**config.mk**
```make
export PLATFORM = sky130hd
export DESIGN_NAME = fuse_load_ctrl
export DESIGN_NICKNAME = d
export VERILOG_FILES = /design/src/rtl/fuse_load_ctrl.sv
export SDC_FILE = /design/constraint.sdc
export NUM_CORES = 1
export LEC_CHECK = 0
export BUFFER_PORTS_ARGS = -buffer_cell sky130_fd_sc_hd__buf_2
export CAP_MARGIN = 40
export CELL_PAD_IN_SITES_DETAIL_PLACEMENT = 1
export CELL_PAD_IN_SITES_GLOBAL_PLACEMENT = 1
export CORE_MARGIN = 2
export CORE_UTILIZATION = 52
export CTS_BUF_LIST = sky130_fd_sc_hd__clkbuf_4 sky130_fd_sc_hd__clkbuf_8
export DETAILED_ROUTE_END_ITERATION = 10
export HOLD_SLACK_MARGIN = 0.1
export PLACE_DENSITY = 0.95
export SYNTH_ARGS = -nofsm -noshare
export SYNTH_HDL_FRONTEND = slang
export SYNTH_SLANG_ARGS = --single-unit
```
**constraint.sdc**
```tcl
create_clock -name clk -period 3.65 [get_ports clk]
set_input_delay 0.73 -clock clk [delete_from_list [all_inputs] [get_ports clk]]
set_output_delay 0.73 -clock clk [all_outputs]
set_load 0.05 [all_outputs]
```
**src/rtl/fuse_load_ctrl.sv**
```systemverilog
// Fuse-to-trim loader: reads eight fuse words, verifies them and commits them atomically to trim_data.
// Define FUSE_CHKSUM_EN to require word7 == XOR(words 0..6); otherwise every load commits.
module fuse_load_ctrl #(
    parameter int RD_WAIT   = 4,
    parameter int RETRY_MAX = 2
) (
    input  logic        clk,
    input  logic        rst_n,
    input  logic        fuse_auto_load_start,
    input  logic        sw_reload,
    input  logic [7:0]  fuse_rd_data,
    output logic        fuse_rd_en,
    output logic [2:0]  fuse_addr,
    output logic [63:0] trim_data,
    output logic        fuse_load_busy,
    output logic        fuse_load_done,
    output logic        fuse_load_err,
    output logic        init_err_cnt_flg
);

    // state      | meaning
    // ST_IDLE    | waiting for the first start edge after reset
    // ST_RD_REQ  | one-cycle read strobe for fuse word fuse_addr
    // ST_RD_WAIT | access wait, data captured on the last cycle
    // ST_CHK     | staging check; commit or retry/fail
    // ST_DONE    | trim committed, waiting for a reload request
    // ST_ERR     | retries exhausted, waiting for a reload request
    typedef enum logic [2:0] {
        ST_IDLE,
        ST_RD_REQ,
        ST_RD_WAIT,
        ST_CHK,
        ST_DONE,
        ST_ERR
    } state_t;

    localparam logic [3:0] WAIT_LOAD = 4'(RD_WAIT - 1);
    localparam logic [2:0] RETRY_LIM = 3'(RETRY_MAX);

    state_t      r_state;
    state_t      w_next;
    logic        r_start_d;
    logic [3:0]  r_wait_cnt;
    logic [2:0]  r_addr;
    logic [2:0]  r_retry_cnt;
    logic [63:0] r_stage;
    logic [63:0] r_trim;
    logic        r_err_flg;

    logic        w_start_edge;
    logic        w_reload;
    logic        w_wait_tc;
    logic        w_chk_pass;

    assign w_start_edge = fuse_auto_load_start & ~r_start_d;
    assign w_reload     = w_start_edge | sw_reload;
    assign w_wait_tc    = (r_wait_cnt == 4'd0);

`ifdef FUSE_CHKSUM_EN
    assign w_chk_pass = (r_stage[63:56] == (r_stage[7:0]   ^ r_stage[15:8]  ^ r_stage[23:16] ^
                                            r_stage[31:24] ^ r_stage[39:32] ^ r_stage[47:40] ^
                                            r_stage[55:48]));
`else
    assign w_chk_pass = 1'b1;
`endif

    always_comb begin
        w_next = r_state;
        case (r_state)
            ST_IDLE:    if (w_start_edge) w_next = ST_RD_REQ;
            ST_RD_REQ:  w_next = ST_RD_WAIT;
            ST_RD_WAIT: if (w_wait_tc) w_next = (r_addr == 3'd7) ? ST_CHK : ST_RD_REQ;
            ST_CHK: begin
                if (w_chk_pass)                  w_next = ST_DONE;
                else if (r_retry_cnt < RETRY_LIM) w_next = ST_RD_REQ;
                else                             w_next = ST_ERR;
            end
            ST_DONE,
            ST_ERR:     if (w_reload) w_next = ST_RD_REQ;
            default:    w_next = ST_IDLE;
        endcase
    end

    always_ff @(posedge clk or negedge rst_n) begin
        if (!rst_n) begin
            r_state     <= ST_IDLE;
            r_start_d   <= 1'b0;
            r_wait_cnt  <= 4'd0;
            r_addr      <= 3'd0;
            r_retry_cnt <= 3'd0;
            r_stage     <= 64'd0;
            r_trim      <= 64'd0;
            r_err_flg   <= 1'b0;
        end else begin
            r_state   <= w_next;
            r_start_d <= fuse_auto_load_start;
            r_err_flg <= (r_state == ST_CHK) && !w_chk_pass;
            case (r_state)
                ST_IDLE: begin
                    if (w_start_edge) begin
                        r_addr      <= 3'd0;
                        r_retry_cnt <= 3'd0;
                    end
                end
                ST_RD_REQ: r_wait_cnt <= WAIT_LOAD;
                ST_RD_WAIT: begin
                    if (w_wait_tc) begin
                        r_stage[{r_addr, 3'b000} +: 8] <= fuse_rd_data;
                        // natural 3-bit wrap returns the address to 0 after word 7
                        r_addr <= r_addr + 3'd1;
                    end else begin
                        r_wait_cnt <= r_wait_cnt - 4'd1;
                    end
                end
                ST_CHK: begin
                    if (w_chk_pass) r_trim      <= r_stage;
                    else            r_retry_cnt <= r_retry_cnt + 3'd1;
                end
                ST_DONE,
                ST_ERR: begin
                    if (w_reload) begin
                        r_addr      <= 3'd0;
                        r_retry_cnt <= 3'd0;
                    end
                end
                default: ;
            endcase
        end
    end

    assign fuse_rd_en       = (r_state == ST_RD_REQ);
    assign fuse_addr        = r_addr;
    assign trim_data        = r_trim;
    assign fuse_load_busy   = (r_state == ST_RD_REQ) || (r_state == ST_RD_WAIT) || (r_state == ST_CHK);
    assign fuse_load_done   = (r_state == ST_DONE);
    assign fuse_load_err    = (r_state == ST_ERR);
    assign init_err_cnt_flg = r_err_flg;

endmodule
```
==> impl_metrics.json, run 1 <==
{
  "gp_congestion": 0.863,
  "synth_edf_count": 0,
  "cts_made_buffers": 17,
  "vdd_drop_max_mv": 0.435,
  "grt_remaining_overflow": 0,
  "grt_pass1_vias": 4049,
  "crit_path_end_kind": "flip-flop",
  "htree_levels": 4,
  "worst-setup-path-type": "flip-flop to flip-flop",
  "period_share": 0.871,
  "area_growth_pct": 16.4,
  "intPower_w": 0.00278,
  "hold_path_class": "primary input to asynchronous set/reset pin",
  "cp.required_ns": 3.97,
  "p_comb_frac": 0.286,
  "drive_above_1_share": 0.459,
  "netlist_instances": 406,
  "setup_violations": 0,
  "cts_setup_buffers": 0,
  "dpl_cell_area_um2": 6250,
  "total_power_w": 0.00437,
  "die_x_um": 109,
  "rsz0062_at_grt": "false",
  "finalHoldViolCount": 0,
  "path_cells": "inv_1 -> ha_1 -> ha_1 -> nor2b_1 -> nand3_1 -> nor2b_1 -> mux2_2",
  "grt_max_degree": 87,
  "routed.top_layer": "met4",
  "syn-cell-area_um2": 5710,
  "clkLatencyLatePin_ns": 0.45,
  "wire_per_inst_um": 21.1,
  "powerDensity_nw_per_um2": 657,
  "switching_share": 0.363,
  "cp-start-kind": "flip-flop",
  "die_h_um": 109,
  "worst_slew_pin_slew_ns": 0.808,
  "cts-root-buf": "clkbuf_8",
  "wl_met3_um": 669,
  "antenna_found_initial": 0,
  "num_vias": 3562,
  "ant_nets": 0,
  "routed_wl_um": 13600,
  "antenna_cells": 0,
  "cts_buffer_depth": 2,
  "std_cell_rows": 38,
  "yosysMostFrequentCell": "dfrtp_1",
  "seqPwrFrac": 0.430,
  "synth_flop_cell": "dfrtp_1",
  "critPathTopFamily": "simple AND/OR/NAND/NOR gates",
  "tritoncts": "done",
  "setup_tns_ns": 0,
  "layout_min_cycle_time_ns": 3.18,
  "yosys-top-cells-count": "139 x dfrtp_1, 108 x mux2_2, 20 x nand2_1",
  "cp.arrival_ns": 3.50,
  "async_reset_ff_frac": 1.00,
  "initial_core_util": 0.529,
  "hpwlAfterDp_um": 9200,
  "power_frac_clock": 0.283,
  "ys_seq_elements": 139,
  "portBuffers": 82,
  "pin_count": 84,
  "design.final.nets": 515,
  "cts.sink_count": 139,
  "max_stage_delay_ns": 0.55,
  "drt_pre_antenna_iters": 4,
  "seq_area_frac_synth": 0.610,
  "vias_per_cell": 5.52,
  "slew_headroom": 0.456,
  "design_area_um2": 6640,
  "die-area_um2": 11800,
  "maxCapViolations": 0,
  "crit_fanout": 11,
  "slew_violations": 0,
  "max_freq_ghz": 0.314,
  "ctsResizeCount": 0,
  "fin_util": 0.616,
  "core_area_um2": 10800,
  "drtIter0Drc": 102,
  "status": "finished, final reports clean",
  "synth_top_area_share": 0.610,
  "drc": 0,
  "ys_types": 42,
  "drt-met1-wl_um": 5540,
  "grt_usage": 0.251,
  "fin_ws_ns": 0.469,
  "path_clk_slew_ns": 0.08,
  "yosysWarnings": 0,
  "place_ws_ns": 0.610,
  "synth_fp_nets": 428,
  "grt_pass1_wl_um": 21700,
  "path_buf_inv": 1,
  "synth_area_leaders": "dfrtp_1 61%, mux2_2 21%, ha_1 2.2%, and2_1 2.1%, o21ai_0 1.4%",
  "skew_ns": 0.0114,
  "leakagePower_nw": 3.51,
  "power_switching_w": 0.00159,
  "cpMaxStageDelayCell": "dfrtp_1",
  "synth_top_area_cell": "dfrtp_1",
  "postSynthAreaPerCell_um2": 14.1,
  "wl_met2_um": 7070,
  "cts_hold_repair.buffers": 0
}
## routing by layer
layer / vias to the layer above / track usage
met2: 101 / 0.433
met3: 34 / 0.0759
met4: 0 / 0.102
li1: 1584 / -
met1: 1843 / 0.294
met5: - / 0
## stage by stage
step	cells	hold slack (ns)
after CTS	645	0.362
after global placement	614	0.461
final	645	0.317
after global routing	645	0.377
after floorplan	406	0.434
after detailed placement	614	0.488
## flip-flops by register name (all words and copies together) (netlist names)
register	cells
r_start_d	1
fuse_addr	3
trim_data	64
r_state	3
r_wait_cnt	4
r_stage	64
## cell type report
class                           instances  area [um2]
Timing Repair Buffer                   85         452
Clock inverter                          7        91.3
Fill cell                            1046        4150
Tap cell                              140         175
Clock buffer                           24         299
Inverter                               11        41.3
Sequential cell                       139        3480
Multi-Input combinational cell        239        2110
## power groups by stage
stage | Combinational (W) | Clock [W] | Sequential (W)
detailed placement | 0.00124 | 0 | 0.00190
global placement | 0.00117 | 0 | 0.00188
floorplan | 0.000622 | 0 | 0.00217
global route | 0.00132 | 0.00132 | 0.00190
finish | 0.00125 | 0.00124 | 0.00188
CTS | 0.00126 | 0.00126 | 0.00188
## cells in the final DEF, fill, tap and decap left out, types with 2 or more instances in the layout
master | netlist | layout
inv_1 | 11 | 11
ha_1 | 10 | 10
clkbuf_4 | 0 | 5
buf_2 | 6 | 81
nor3b_1 | 5 | 5
mux2_1 | 4 | 4
xor2_1 | 2 | 2
nor4_1 | 2 | 2
nand2_1 | 20 | 20
nor2b_1 | 6 | 6
a22o_1 | 4 | 4
nand4_2 | 2 | 2
dfrtp_1 | 139 | 139
o21ai_0 | 16 | 16
clkbuf_8 | 0 | 19
bufinv_16 | 0 | 2
mux2i_1 | 2 | 2
and2_1 | 19 | 19
nand3_1 | 3 | 3
mux2_2 | 108 | 108
nand2_2 | 2 | 2
clkinv_2 | 0 | 3
buf_4 | 2 | 2
nor3_1 | 3 | 3
nand4_1 | 5 | 5
nor2_1 | 8 | 8
## final timing paths
| path | slack [ns] | cells after the start | start | to |
|---|---|---|---|---|
| setup / recovery | 0.47 | 7 | fuse_addr[0]$_DFFE_PN0P_ | r_stage[35]$_DFFE_PN0P_ |
| hold / removal | 0.32 | 1 | rst_n | trim_data[31]$_DFFE_PN0P_ |
| setup reg to reg | 0.47 | 7 | fuse_addr[0]$_DFFE_PN0P_ | r_stage[35]$_DFFE_PN0P_ |
| hold reg to reg | 0.49 | 1 | r_stage[55]$_DFFE_PN0P_ | r_stage[55]$_DFFE_PN0P_ |
| max in group asynchronous | 2.51 | 2 | rst_n | r_stage[49]$_DFFE_PN0P_ |
| min in group clk | 0.39 | 1 | fuse_auto_load_start | r_start_d$_DFF_PN0_ |
## logic make-up after synthesis
group,count (synthesis),share of synthesized area
AOI/OAI and AO/OA,25,0.0265
DFF,139,0.610
muxes,114,0.225
buffers and inverters,28,0.0211
xor gates and xnor gates,3,0.00461
and+or+nand+nor,86,0.0910
adders and majority gates,10,0.0219
other,1,0.000657
Power figures use the tool's default switching activity.
==> inputs of run 2 (changes only) <==
- ABC_AREA: default -> 1
- CORE_UTILIZATION: 52 -> 49
- CTS_CLUSTER_SIZE: default -> 16
- GPL_TIMING_DRIVEN: default -> 0
==> run 2 against run 1 <==
Effect of this change:
- first-iteration DRC count grew to 4.3 times the previous value
- utilization shrank 2.4 points
- clock power grew 3%
- sequential cell count is the same
- clock skew grew 0.00063 ns
- cell area grew 7.9%
- sequential share of layout area shrank 3.8 points
- register-to-register slack gained 0.73 ns
- final cell count grew 49%
- fmax grew 30%
- sequential power grew 22%
- non-clock buffer count grew 34
- largest cell class unchanged
- highest routed layer unchanged
==> impl_metrics.json, run 2 <==
{
  "status": "finished, final reports clean",
  "vdd_drop_max_mv": 0.480,
  "portBuffers": 82,
  "cp-start-kind": "flip-flop",
  "path_clk_slew_ns": 0.08,
  "grt_usage": 0.305,
  "rrSetupSlack_ns": 1.20,
  "cp.arrival_ns": 2.81,
  "cts_setup_buffers": 0,
  "tritoncts": "done",
  "worst-r2r-cell-count": 8,
  "ys_types": 28,
  "finalHoldViolCount": 0,
  "setup_tns_ns": 0,
  "dp.cells": 928,
  "drc": 0,
  "gp_congestion": 0.906,
  "async_reset_ff_frac": 1.00,
  "cts_hold_repair.buffers": 0,
  "hpwlAfterDp_um": 12600,
  "worst_slew_pin_slew_ns": 0.550,
  "yosysWarnings": 0,
  "grt_remaining_overflow": 0,
  "postSynthAreaPerCell_um2": 9.04,
  "cp.required_ns": 4.01,
  "antenna_cells": 0,
  "antenna_found_initial": 0,
  "synth_area_leaders": "dfrtp_1 57%, nand2_1 15%, nand3_1 8.0%, o21ai_2 5.3%, ha_1 2.0%",
  "drt_pre_antenna_iters": 5,
  "num_vias": 5329,
  "synth_fp_nets": 699,
  "cts-root-buf": "clkbuf_8",
  "final_cell_mix": "252 x nand2_1, 139 x dfrtp_1, 99 x buf_2",
  "wire_per_inst_um": 19.6,
  "cts_made_buffers": 17,
  "hold_path_class": "primary input to asynchronous set/reset pin",
  "synth_flop_cell": "dfrtp_1",
  "slew_violations": 0,
  "setup_violations": 0,
  "reg2reg_to": "r_stage[26]$_DFFE_PN0P_",
  "period_share": 0.672,
  "drive_above_1_share": 0.247,
  "vias_per_cell": 5.56,
  "crit_fanout": 10,
  "die_x_um": 116,
  "skew_ns": 0.0121,
  "design.final.nets": 801,
  "yosys-top-cells-count": "252 x nand2_1, 139 x dfrtp_1, 98 x nand3_1",
  "worst-setup-path-type": "flip-flop to flip-flop",
  "synth_top_area_share": 0.568,
  "cts.sink_count": 139,
  "rsz0062_at_grt": "false",
  "initial_core_util": 0.505,
  "area_growth_pct": 17.1,
  "crit_path_end_kind": "flip-flop",
  "routed_wl_um": 18800,
  "clkLatencyLatePin_ns": 0.47,
  "htree_levels": 4,
  "pin_count": 84,
  "synth_edf_count": 0,
  "core_area_um2": 12100,
  "netlist_instances": 677,
  "cts_buffer_depth": 2,
  "max_freq_ghz": 0.408,
  "grt_pass1_wl_um": 30800,
  "leakagePower_nw": 3.72,
  "ys_seq_elements": 139,
  "ctsResizeCount": 0,
  "maxCapViolations": 0,
  "std_cell_rows": 40,
  "r2r_start": "fuse_addr[0]$_DFFE_PN0P_",
  "drtIter0Drc": 436,
  "yosysMostFrequentCell": "nand2_1",
  "layoutNonFillerInstCount": 959,
  "grt_max_degree": 94,
  "final_common_cell": "nand2_1",
  "grt_pass1_vias": 5817,
  "die-area_um2": 13400,
  "synth_top_area_cell": "dfrtp_1",
  "layout_min_cycle_time_ns": 2.45,
  "ant_nets": 0,
  "slew_headroom": 0.632,
  "seq_area_frac_synth": 0.568,
  "syn-cell-area_um2": 6120,
  "powerDensity_nw_per_um2": 1010,
  "die_h_um": 116
}
run 2: cells by family after synthesis:
logic type | Yosys count | synth area share
buffers and inverters | 65 | 0.0540
adder cells (fa/ha/maj) | 10 | 0.0204
XOR/XNOR | 1 | 0.00143
AND/OR/NAND/NOR | 396 | 0.278
AO/OA/AOI/OAI | 65 | 0.0775
flip-flops | 139 | 0.568
other | 1 | 0.000613
run 2: worst max path at each step:
stage | from | slack (ns) | cells after the start | end
floorplan | fuse_addr[0]$_DFFE_PN0P_ | 1.36 | 12 | r_stage[3]$_DFFE_PN0P_
global placement | rst_n | 0.09 | 1 | trim_data[9]$_DFFE_PN0P_
detailed placement | fuse_addr[0]$_DFFE_PN0P_ | 1.38 | 8 | r_stage[36]$_DFFE_PN0P_
CTS | r_state[2]$_DFFE_PN0P_ | 1.21 | 4 | fuse_rd_en
global route | fuse_addr[0]$_DFFE_PN0P_ | 1.04 | 8 | r_stage[31]$_DFFE_PN0P_
finish | fuse_addr[0]$_DFFE_PN0P_ | 1.20 | 8 | r_stage[26]$_DFFE_PN0P_
run 2: critical path, cell delays in order (launching register included):
cell and delay [ns]:
dfrtp_1 0.47, inv_1 0.14, ha_1 0.24, ha_1 0.42
inv_2 0.11, buf_2 0.21, nor2_1 0.35, nand2_1 0.11
o21ai_0 0.28
run 2: stage by stage:
step                      total power (W)  worst slack, ns   util  hold WS, ns  instance area (um2)
after floorplan                   0.00493             1.36      -        0.434                 6120
after global placement            0.00571           0.0898  0.557        0.449                 6740
after detailed placement          0.00592             1.38  0.560        0.455                 6780
after CTS                         0.00727             1.21  0.592        0.195                 7170
after global routing              0.00768             1.04  0.592        0.211                 7170
final                             0.00726             1.20  0.592        0.192                 7170
run 2: metal layers:
layer,vias to the layer above,part of all wire,GRT usage
li1,2379,-,-
met1,2721,0.42,0.381
met2,167,0.51,0.513
met3,62,0.042,0.0607
met4,0,0.035,0.144
met5,-,0,0
run 2: area by class of cell:
type	count	area, um2
Clock inverter	8	92.6
Tap cell	168	210
Buffer	36	221
Sequential cell	139	3480
Clock buffer	23	298
Multi-Input combinational cell	473	2310
Fill cell	1446	4940
Timing Repair Buffer	83	444
Inverter	29	109
run 2: power by group:
part           internal [W]  total (W)  switching [W]
registers           0.00201    0.00230       0.000286
logic              0.000783    0.00368        0.00290
clock network      0.000674    0.00128       0.000608
==> inputs of run 3 (changes only) <==
- CORE_UTILIZATION: 49 -> 41
- PLACE_DENSITY: 0.95 -> 0.87
- clock period: 3.65 -> 2.1 ns (I/O delays scaled with it)
==> run 3 against run 2 <==
Effect of this change:
- clock power rose by 69%
- clock skew decreased by 0.00059 ns
- critical path depth fell by 4
- final cell count rose by 2.4%
- worst hold slack gained 0.072 ns
- critical path type is now flip-flop to output pin
- critical endpoint is now fuse_rd_en
==> impl_metrics.json, run 3 (synthesis results as in run 2) <==
{
  "status": "finished, final reports clean",
  "cp.required_ns": 1.68,
  "wire_per_inst_um": 16.3,
  "core_area_um2": 14500,
  "drt_pre_antenna_iters": 5,
  "design_area_um2": 7280,
  "dpl_cell_area_um2": 6800,
  "cts.sink_count": 139,
  "max_stage_delay_ns": 0.38,
  "vdd_drop_max_mv": 0.549,
  "cp.arrival_ns": 1.57,
  "grt_pass1_wl_um": 26600,
  "hpwlAfterDp_um": 11800,
  "final_common_cell": "nand2_1",
  "die-area_um2": 15900,
  "rsz0062_at_grt": "true",
  "cpMaxStageDelayCell": "dfrtp_1",
  "maxCapViolations": 0,
  "clkLatencyLatePin_ns": 0.46,
  "routed_wl_um": 16100,
  "leakagePower_nw": 3.75,
  "die_h_um": 126,
  "setup_tns_ns": 0,
  "final_cell_mix": "252 x nand2_1, 137 x dfrtp_1, 98 x nand3_1",
  "area_growth_pct": 19.0,
  "crit_path_end_kind": "output pin",
  "worst_slew_pin_slew_ns": 0.584,
  "antenna_cells": 0,
  "antenna_found_initial": 0,
  "setup_violations": 0,
  "design.final.nets": 807,
  "multi_input_area_um2": 2340,
  "drc": 0,
  "layout_min_cycle_time_ns": 1.99,
  "timing.hold.ws_ns": 0.265,
  "cp-start-kind": "flip-flop",
  "initial_core_util": 0.421,
  "finalHoldViolCount": 0,
  "ant_nets": 0,
  "max_freq_ghz": 0.503,
  "total_power_w": 0.0124,
  "slew_headroom": 0.611,
  "drtIter0Drc": 273,
  "grt_max_degree": 80,
  "skew_ns": 0.0115,
  "tritoncts": "done",
  "pin_count": 84,
  "grt_usage": 0.212,
  "layoutNonFillerInstCount": 982,
  "fill_cells": 1774,
  "grt_remaining_overflow": 0,
  "gp_congestion": 0.828,
  "htree_levels": 4,
  "std_cell_rows": 44,
  "portBuffers": 82,
  "path_clk_slew_ns": 0.07,
  "cts_buffer_depth": 2,
  "hold_path_class": "primary input to flip-flop",
  "crit_fanout": 5,
  "drive_above_1_share": 0.263,
  "slew_violations": 0,
  "path_buf_inv": 2,
  "worst-setup-path-type": "flip-flop to output pin",
  "critPathTopFamily": "buffers and inverters",
  "dp.cells": 944,
  "cts-root-buf": "clkbuf_8",
  "powerDensity_nw_per_um2": 1710,
  "grt_pass1_vias": 5280,
  "path_cells": "inv_1 -> nand2_1 -> nor2_2 -> buf_4",
  "die_x_um": 126,
  "num_vias": 4983,
  "cts_made_buffers": 17,
  "regArea_um2": 3480,
  "period_share": 0.947,
  "vias_per_cell": 5.07
}
## run 3: cell count changes in the layout (fill, tap and decap cells not counted), moves of 2 or more
cell | before | now
nor2_2 | 3 | 6
clkbuf_4 | 3 | 6
inv_2 | 3 | 5
clkbuf_8 | 20 | 23
buf_4 | 3 | 8
buf_2 | 99 | 96
clkinv_2 | 5 | 2
inv_1 | 26 | 24
dfrtp_1 | 139 | 137
nor2_4 | 1 | 3
dlygate4sd3_1 | 0 | 2
dfrtp_2 | 0 | 2
nor2_1 | 29 | 24
## run 3: routing by layer
metal | up-vias | track usage | routed length (um)
met5 | - | 0 | 0
met2 | 90 | 0.350 | 8010
met1 | 2476 | 0.275 | 7220
li1 | 2396 | - | -
met3 | 21 | 0.0484 | 559
met4 | 0 | 0.0750 | 265
## run 3: where the power goes
part / internal, W / switching [W]
Clock: 0.00118 / 0.000984
Sequential: 0.00350 / 0.000442
Combinational: 0.00146 / 0.00489
## run 3: metrics by stage
stage / worst slack (ns) / utilization
final: 0.111 / 0.501
after global routing: -0.0201 / 0.501
after CTS: 0.0199 / 0.498
after detailed placement: -0.126 / 0.468
after global placement: -1.62 / 0.466
after floorplan: 0.0253 / -
## run 3: cell type report
class                           instances  area share
Tap cell                              184      0.0316
Timing Repair Buffer                   89      0.0689
Sequential cell                       139       0.478
Buffer                                 36      0.0304
Clock buffer                           27      0.0476
Multi-Input combinational cell        473       0.321
Clock inverter                          5     0.00773
Inverter                               29      0.0149
## run 3: worst reg2reg max path, stage by stage, from the launching register on
cell and delay (ns):
dfrtp_2 0.41, inv_2 0.07, ha_1 0.31, inv_1 0.07
buf_2 0.19, nor3_2 0.42, nand2_1 0.25, o21ai_2 0.19
## run 3: repair_timing
action / CTS / global route
setup endpoints to repair: 15 / 46
pin swaps: 0 / 1
resized for setup: 5 / 7
hold buffers: 2 / 0
setup buffers: 0 / 4
endpoints found under the hold margin: 61 / 0
## run 3: final timing paths
check | end | cells past startpoint | slack, ns | start
setup / recovery | fuse_rd_en | 4 | 0.11 | r_state[2]$_DFFE_PN0P_
hold / removal | r_stage[39]$_DFFE_PN0P_ | 3 | 0.26 | fuse_rd_data[7]
setup reg to reg | r_stage[19]$_DFFE_PN0P_ | 7 | 0.12 | fuse_addr[0]$_DFFE_PN0P_
hold reg to reg | trim_data[42]$_DFFE_PN0P_ | 2 | 0.47 | trim_data[42]$_DFFE_PN0P_
max in group asynchronous | r_stage[5]$_DFFE_PN0P_ | 3 | 0.81 | rst_n
min in group asynchronous | trim_data[28]$_DFFE_PN0P_ | 2 | 0.52 | rst_n
